--- src/rtl/issue_ctrl.sv ---
// Dual-issue in-order issue control: picks 0/1/2 instructions from the buffer head,
// tracks one outstanding load for load-use bubbles, and registers the EX-stage lanes.
module issue_ctrl #(
  parameter int INFO_W = 256
) (
  input  logic              clk,
  input  logic              rstn,
  input  logic [1:0]        in_valid,
  input  logic [4:0]        a_rs1,
  input  logic [4:0]        a_rs2,
  input  logic [4:0]        b_rs1,
  input  logic [4:0]        b_rs2,
  input  logic [4:0]        a_rd,
  input  logic [4:0]        b_rd,
  input  logic              a_we,
  input  logic              b_we,
  input  logic              a_is_load,
  input  logic              b_is_load,
  input  logic              a_is_mem,
  input  logic              b_is_mem,
  input  logic              a_is_br,
  input  logic              b_is_br,
  input  logic              a_is_solo,
  input  logic              b_is_solo,
  input  logic [INFO_W-1:0] a_info,
  input  logic [INFO_W-1:0] b_info,
  input  logic              flush_BR,
  input  logic              stall,
  output logic [1:0]        using_num,
  output logic [1:0]        ex_valid,
  output logic [INFO_W-1:0] ex_info_a,
  output logic [INFO_W-1:0] ex_info_b,
  output logic [31:0]       dual_cnt,
  output logic [31:0]       stall_cnt
);

  logic              ld_pend_q, ld_pend_d;
  logic [4:0]        ld_rd_q, ld_rd_d;
  logic [1:0]        ex_valid_q;
  logic [INFO_W-1:0] ex_info_a_q, ex_info_b_q;
  logic [31:0]       dual_cnt_q, stall_cnt_q;

  logic haz_a, haz_b, pair_conf, issue_a, issue_b, a_ld, b_ld;

  // A branch in lane B is allowed to pair, so its flag has no effect here.
  logic unused_b_is_br;
  assign unused_b_is_br = b_is_br;

  assign haz_a = ld_pend_q && (((a_rs1 != 5'd0) && (a_rs1 == ld_rd_q)) ||
                               ((a_rs2 != 5'd0) && (a_rs2 == ld_rd_q)));
  assign haz_b = ld_pend_q && (((b_rs1 != 5'd0) && (b_rs1 == ld_rd_q)) ||
                               ((b_rs2 != 5'd0) && (b_rs2 == ld_rd_q)));

  assign pair_conf = (a_we && (a_rd != 5'd0) && ((a_rd == b_rs1) || (a_rd == b_rs2))) ||
                     (a_is_mem && b_is_mem) || a_is_br || a_is_solo || b_is_solo;

  // Reset gates issue so nothing is consumed from the buffer while rstn is low.
  assign issue_a   = rstn && in_valid[1] && !stall && !flush_BR && !haz_a;
  assign issue_b   = issue_a && in_valid[0] && !haz_b && !pair_conf;
  assign using_num = {issue_a && issue_b, issue_a ^ issue_b};

  assign a_ld = issue_a && a_is_load && a_we && (a_rd != 5'd0);
  assign b_ld = issue_b && b_is_load && b_we && (b_rd != 5'd0);

  always_comb begin
    ld_pend_d = a_ld || b_ld;
    ld_rd_d   = 5'd0;
    if (b_ld)      ld_rd_d = b_rd;
    else if (a_ld) ld_rd_d = a_rd;
  end

  always_ff @(posedge clk) begin
    if (!rstn) begin
      ld_pend_q   <= 1'b0;
      ld_rd_q     <= 5'd0;
      ex_valid_q  <= 2'b00;
      ex_info_a_q <= '0;
      ex_info_b_q <= '0;
      dual_cnt_q  <= 32'd0;
      stall_cnt_q <= 32'd0;
    end else if (flush_BR) begin
      ld_pend_q  <= 1'b0;
      ex_valid_q <= 2'b00;
    end else if (stall) begin
      stall_cnt_q <= stall_cnt_q + 32'd1;
    end else begin
      ld_pend_q  <= ld_pend_d;
      ld_rd_q    <= ld_rd_d;
      ex_valid_q <= {issue_a, issue_b};
      if (issue_a) ex_info_a_q <= a_info;
      if (issue_b) ex_info_b_q <= b_info;
      if (using_num == 2'd2) dual_cnt_q <= dual_cnt_q + 32'd1;
    end
  end

  assign ex_valid  = ex_valid_q;
  assign ex_info_a = ex_info_a_q;
  assign ex_info_b = ex_info_b_q;
  assign dual_cnt  = dual_cnt_q;
  assign stall_cnt = stall_cnt_q;

endmodule

--- config.mk ---
export PLATFORM = sky130hd
export DESIGN_NAME = issue_ctrl
export DESIGN_NICKNAME = d
export VERILOG_FILES = /design/src/rtl/issue_ctrl.sv
export SDC_FILE = /design/constraint.sdc
export NUM_CORES = 1
export LEC_CHECK = 0
export BUFFER_PORTS_ARGS = -buffer_cell sky130_fd_sc_hd__buf_2
export CORE_AREA = 4 4 440 442
export DETAILED_ROUTE_END_ITERATION = 8
export DIE_AREA = 0 0 444 446
export PLACE_DENSITY = 0.4
export SYNTH_ARGS = -nofsm -noshare
export SYNTH_HDL_FRONTEND = slang
export SYNTH_SLANG_ARGS = --single-unit
--- constraint.sdc ---
create_clock -name clk -period 4.4 [get_ports clk]
set_input_delay 0.22 -clock clk [delete_from_list [all_inputs] [get_ports clk]]
set_output_delay 0.22 -clock clk [all_outputs]
set_load 0.01 [all_outputs]
======== Yosys cells after proc, flatten, opt, wreduce, memory -nomap -nowiden ========
Index checks and enable logic that the tools add are counted.
operators by class
  bitwise gates (word level) .............. 4
  multipliers ............................. 0
  shifts and indexed selects .............. 0
  equality and inequality tests ........... 7
  add/subtract/negate cells ............... 2
  mux-type cells .......................... 2
  reductions and logical operators ........ 48
  $lt $le $gt $ge ......................... 0
  div/mod/pow operators ................... 0
operator list
  kind                                                              number
  32-bit by 1-bit adder with 32-bit output (second input constant)  2
  5-bit == test                                                     6
  5-bit nonzero test                                                6
  1-bit logical AND                                                 23
  5-bit two-way mux                                                 2
  3-bit AND reduction                                               3
  1-bit logical OR                                                  8
  1-bit logical NOT                                                 5
  2-bit AND reduction                                               2
  1-bit NOT                                                         3
  2-bit == test (second input constant)                             1
  2-bit OR reduction                                                1
  1-bit XOR                                                         1
storage, ports and cells
  bits in latches ......................... 0
  register bits after elaboration ......... 584
  RAM bits ................................ 0
  output and inout port bits .............. 580
  word-level logic and storage cells ...... 70
  ROM bits ................................ 0
  bits of input ports ..................... 558
  memories kept ........................... 0

======== Logic depth before layout (Yosys ltp) ========
  depth in word-level cells ............... 13
  mapped depth ............................ 20
  gate-level depth less buffers ........... 14

======== Worst setup path after synthesis ========
No wires, ideal clock.
  kind .................................... register to register
  start point ............................. register ld_rd_q[4]
  end point ............................... register dual_cnt_q[31] (netlist: dual_cnt[31])
  cell stages (with the launch flop) ...... 21
  setup slack ............................. 0.370 ns
  library setup time ...................... 0.128 ns
  period minus slack after synthesis ...... 4.030 ns
  data required time ...................... 4.272 ns
  arrival ................................. 3.902 ns
  buffers on the path ..................... 6
  path through ............................ dfxtp_1 > buf_4 > nor4_4 > o21ai_1 > a41o_1 > or2_1 > buf_4 > buf_6 > clkinv_4 > buf_6 > buf_4 > nand2_1 > inv_1 > ha_1 > or3b_2 > clkbuf_1 > nor4_4 > nor3b_2 > nand4_1 > xor2_1 > nor2_1
on the way
  cells in the longest elaborated chain, start to end .. 12
  elaborated cells on any way between the ends .. 22
  those cells by class .................... eq/ne (5); bitwise (1); reduce/logical (16)
ends and longest elaborated chain
  item                                            line    text
  start: declaration                              38      logic [4:0] ld_rd_q, ld_rd_d;
  start signal: assignment                        88      ld_rd_q <= ld_rd_d;
  5-bit == test (on tied branches)                49, 50
  1-bit logical AND (on tied branches)            49, 50
  1-bit logical OR                                49      assign haz_a = ld_pend_q && (((a_rs1 != 5'd0) && (a_rs1 == ld_rd_q)) ||
  1-bit logical AND                               49
  1-bit logical NOT                               58      assign issue_a = rstn && in_valid[1] && !stall && !flush_BR && !haz_a;
  1-bit logical AND                               58
  1-bit logical AND                               59      assign issue_b = issue_a && in_valid[0] && !haz_b && !pair_conf;
  1-bit logical AND (*) (2 in series)             59
  named net issue_b                               43      logic haz_a, haz_b, pair_conf, issue_a, issue_b, a_ld, b_ld;
  1-bit XOR or 1-bit logical AND (tied branches)  60      assign using_num = {issue_a && issue_b, issue_a ^ issue_b};
  2-bit == test (*)                               92      if (using_num == 2'd2) dual_cnt_q <= dual_cnt_q + 32'd1;
  3-bit AND reduction (no source line) (*)        -
  end signal: assignment                          92
  end: declaration                                41      logic [31:0] dual_cnt_q, stall_cnt_q;
Mark *: on every way through the listed nets, which the timed path passes. The rest lies on a longest branch.
A chain may end at the register's enable or synchronous reset.

======== Worst setup path after layout ========
  start point ............................. register ld_rd_q[4]
  end point ............................... register ld_rd_q[1]
on the way
  cells in the longest elaborated chain, start to end .. 13
  elaborated cells on any way between the ends .. 26
  those cells by class .................... eq/ne (4); mux (2); reduce/logical (20)
ends and longest elaborated chain
  item                                  line    text
  5-bit == test (on tied branches)      49, 50
  1-bit logical AND (on tied branches)  49, 50
  1-bit logical OR                      49
  1-bit logical AND                     49
  1-bit logical NOT                     58
  1-bit logical AND                     58
  1-bit logical AND (3 in series)       59
  1-bit logical AND (3 in series)       63      assign b_ld = issue_b && b_is_load && b_we && (b_rd != 5'd0);
  5-bit two-way mux (*)                 68      if (b_ld) ld_rd_d = b_rd;
Every way passes the cells marked *; elsewhere a longest branch is shown, timed or not.

==> flow_metrics.py <==
metrics = {
    "placement": {
        "portBuffers": 1136,
        "dp_hpwl_um": 88000,
        "gp_congestion": 0.868,
    },
    "yosys": {
        "postSynthNetCount": 3279,
        "synth_top_cell_by_area": "sky130_fd_sc_hd__dfxtp_1",
        "async_set_or_reset_flop_fraction_in_the_synthesized_netlist_pct": 0,
        "ys_seq_elements": 584,
        "synthesis.area_per_instance_um2": 8.89,
        "count_of_flip_flops_with_a_built_in_enable_after_synthesis": 0,
        "yosys.cell_count.top_type": "sky130_fd_sc_hd__dfxtp_1",
        "netlist_top_cells_count": "sky130_fd_sc_hd__dfxtp_1, sky130_fd_sc_hd__nand2_1, sky130_fd_sc_hd__a21oi_1",
        "synthDominantCellAreaShare_pct": 48.4,
        "ys.warnings.count": 0,
        "postSynth.topFlopCell": "sky130_fd_sc_hd__dfxtp_1",
        "post_synth_instance_area_um2": 24100,
        "yosys-top-cells-area": "sky130_fd_sc_hd__dfxtp_1, sky130_fd_sc_hd__nand2_1, sky130_fd_sc_hd__nand3_2, sky130_fd_sc_hd__a21oi_2, sky130_fd_sc_hd__a21oi_1",
        "ys_seq_area_share_pct": 48.4,
        "synthCells": 2717,
        "yosys.cell_types.count": 54,
    },
    "routing": {
        "detail_route.vias_per_cell": 3.76,
        "post_drt_wl_per_cell_um": 17.9,
        "via_count": 25700,
        "detail_route.iter0.violations": 1524,
        "drt_wl_total_um": 123000,
        "drcViolationCount": 0,
        "detail_route.first_pass.iterations": 5,
        "detail-route-antenna-nets": 0,
    },
    "sta": {
        "slew_limit_headroom_pct": 26.3,
        "fmax_ghz": 0.246,
        "final_period_minus_worst_setup_slack_ns": 4.07,
        "fin_worst_skew_ns": 0.0314,
        "setup_viol": 0,
        "final.period_utilization_pct": 92.5,
        "final-hold-violation-count": 0,
        "finalSetupTns_ns": 0,
        "rsz0062_at_grt": "no",
        "worstMarginPinSlew_ns": 1.10,
        "timing.final.max_slew_violations": 0,
    },
    "hold_path": {
        "hold-path-endpoint": "ld_rd_q[0]",
        "timing.hold.worst_path_depth": 4,
        "worstHoldPathType": "input port to flip-flop",
        "min_from": "b_rd[0]",
    },
    "worst_setup_path": {
        "timing.critical_path.arrival_ns": 4.61,
        "cp-end-kind": "flip-flop",
        "worstPathMaxFanout": 69,
        "worst-endpoint-required_ns": 4.94,
        "startpoint_type": "flip-flop",
        "worstReg2RegEnd": "ld_rd_q[1]",
        "rr_startpoint": "ld_rd_q[4]",
        "r2r_slack_ns": 0.33,
        "rr_worst_depth": 10,
        "criticalPathCategory": "flip-flop to flip-flop",
    },
    "die": {
        "die_wd_um": 444,
        "start_util_pct": 12.7,
        "floorplan.rows": 160,
        "die-height_um": 446,
        "floorplan.die_area_um2": 198000,
        "core-area_um2": 190000,
        "pin_count": 1138,
    },
    "clocking": {
        "clock-sinks": 584,
        "clock_insertion_delay_worst_skew_ns": 0.68,
        "cts.htree.levels": 3,
        "clk_pin_slew_worst_paths_ns": 0.06,
        "max-clock-path-buffers": 3,
        "cts_buffers": 77,
        "clock_tree.root_cell": "sky130_fd_sc_hd__clkbuf_16",
        "post_cts.repair.setup_buffers": 0,
        "clock_tree_from_tritoncts": "done",
    },
    "power": {
        "p_leak_nw": 15.7,
        "pwr_density_cell_nw_per_um2": 325,
        "design_power_total_mw": 13.0,
        "vdd.ir_drop.worst_mv": 0.219,
    },
    "layout": {
        "layout-area-overhead-vs-synth_pct": 65.4,
        "final_standard_cell_utilization_of_the_core_pct": 21.1,
        "drive_gt1_share_pct": 39.6,
        "num-fill-cells": 21100,
        "finalNetCount": 4820,
        "multi_input_gate_area_um2": 11000,
        "ff_latch_area_um2": 11700,
    },
    "global_routing": {
        "grt_overflow_total": 0,
        "grt_max_degree": 188,
        "gr-usage-all-layers_pct": 11.6,
        "grt_pass1_wl_um": 175000,
        "antenna_found_initial": 14,
        "grt_pass1_vias": 26000,
    },
    "status": {
        "run_status": "completed",
    },
    "job": {
        "maxCapViolCount": 0,
    },
}
timing repair:
| action | 4_1_cts | 5_1_grt |
|---|---|---|
| endpoints found under the setup margin | 0 | 2 |
| endpoints found under the hold margin | 522 | 0 |
| resized for setup | 0 | 1 |
| hold buffers | 528 | 0 |
flip-flops by register name (all words and copies together) (netlist names):
register and count:
ex_info_a 256, stall_cnt 32, ex_info_b 256, ld_rd_q 5
ex_valid 2, ld_pend_q 1, dual_cnt 32
worst max path at each step:
stage | depth (start not counted) | end | start | slack [ns]
2_1_floorplan | 20 | dual_cnt[31] | ld_rd_q[4] | 0.37
3_3_place_gp | 15 | dual_cnt[31] | flush_BR | 0.44
5_1_grt | 10 | ld_rd_q[3] | ld_rd_q[1] | 0.1
4_1_cts | 10 | ld_rd_q[1] | ld_rd_q[4] | 0.06
6_report | 10 | ld_rd_q[1] | ld_rd_q[4] | 0.33
3_5_place_dp | 15 | dual_cnt[31] | flush_BR | 0.40
kinds of logic (layout without fill, tap and decap cells):
logic type / Yosys count / after routing / share of synthesized area, %
other: 0 / 4 / 0
muxes: 1 / 1 / 0.0415
xor gates and xnor gates: 81 / 81 / 2.94
adders and majority gates: 4 / 4 / 0.207
and+or+nand+nor: 971 / 971 / 21.8
AOI/OAI and AO/OA: 816 / 816 / 20.3
DFF: 584 / 584 / 48.4
buffers and inverters: 260 / 1861 / 6.24
per-stage QoR:
step                worst slack, ns  cells  area (µm²)  hold WS (ns)
global route                 0.0954   6831       39900        0.0538
global placement              0.440   6161       32100         0.437
detailed placement            0.404   6161       32100         0.443
CTS                          0.0577   6828       39900       0.00370
finish                        0.331   6833       39900         0.112
floorplan                     0.370   2717       24100         0.351
power by group:
part	internal [mW]	switching, mW	leakage [nW]
Clock	3.74	2.64	1.25
Sequential	5.35	0.0342	4.71
Combinational	0.612	0.608	9.75
Total	9.70	3.29	15.7
per-layer routing:
| layer | global-route usage (%) | vias up | routed length [µm] |
|---|---|---|---|
| met5 | 0 | - | 0 |
| met4 | 3.99 | 0 | 4060 |
| met3 | 3.91 | 193 | 9840 |
| met2 | 19.2 | 892 | 58200 |
| met1 | 14.0 | 12300 | 50500 |
| li1 | - | 12400 | - |
critical path: stages, from the launching register on:
cell                            delay [ns]
sky130_fd_sc_hd__dfxtp_1              0.56
sky130_fd_sc_hd__nor4_4               0.11
sky130_fd_sc_hd__or3_1                0.34
sky130_fd_sc_hd__a2111oi_2            0.40
sky130_fd_sc_hd__or2_4                0.33
sky130_fd_sc_hd__buf_16               0.29
sky130_fd_sc_hd__buf_4                0.44
sky130_fd_sc_hd__o31ai_1              0.14
sky130_fd_sc_hd__dlygate4sd3_1        0.59
sky130_fd_sc_hd__o21a_1               0.18
sky130_fd_sc_hd__dlygate4sd3_1        0.54
layout by cell type, fill, tap and decap left out, types with 65 or more instances in the layout:
cell type and count:
sky130_fd_sc_hd__buf_2 1136, sky130_fd_sc_hd__dfxtp_1 584, sky130_fd_sc_hd__nand2_1 539, sky130_fd_sc_hd__dlygate4sd3_1 528, sky130_fd_sc_hd__a21oi_1 327, sky130_fd_sc_hd__o21ai_0 268, sky130_fd_sc_hd__nand3_2 200, sky130_fd_sc_hd__a21oi_2 197
sky130_fd_sc_hd__nand3_1 81, sky130_fd_sc_hd__clkbuf_16 80, sky130_fd_sc_hd__nor2_1 65
area by class of cell:
| type | count | area share (%) |
|---|---|---|
| Inverter | 16 | 0.235 |
| Clock inverter | 20 | 0.539 |
| Clock buffer | 119 | 5.85 |
| Antenna cell | 4 | 0.0251 |
| Sequential cell | 584 | 29.3 |
| Tap cell | 2511 | 7.87 |
| Multi-Input combinational cell | 1873 | 27.5 |
| Timing Repair Buffer | 1706 | 28.7 |
(Power assumes the default switching activity.)
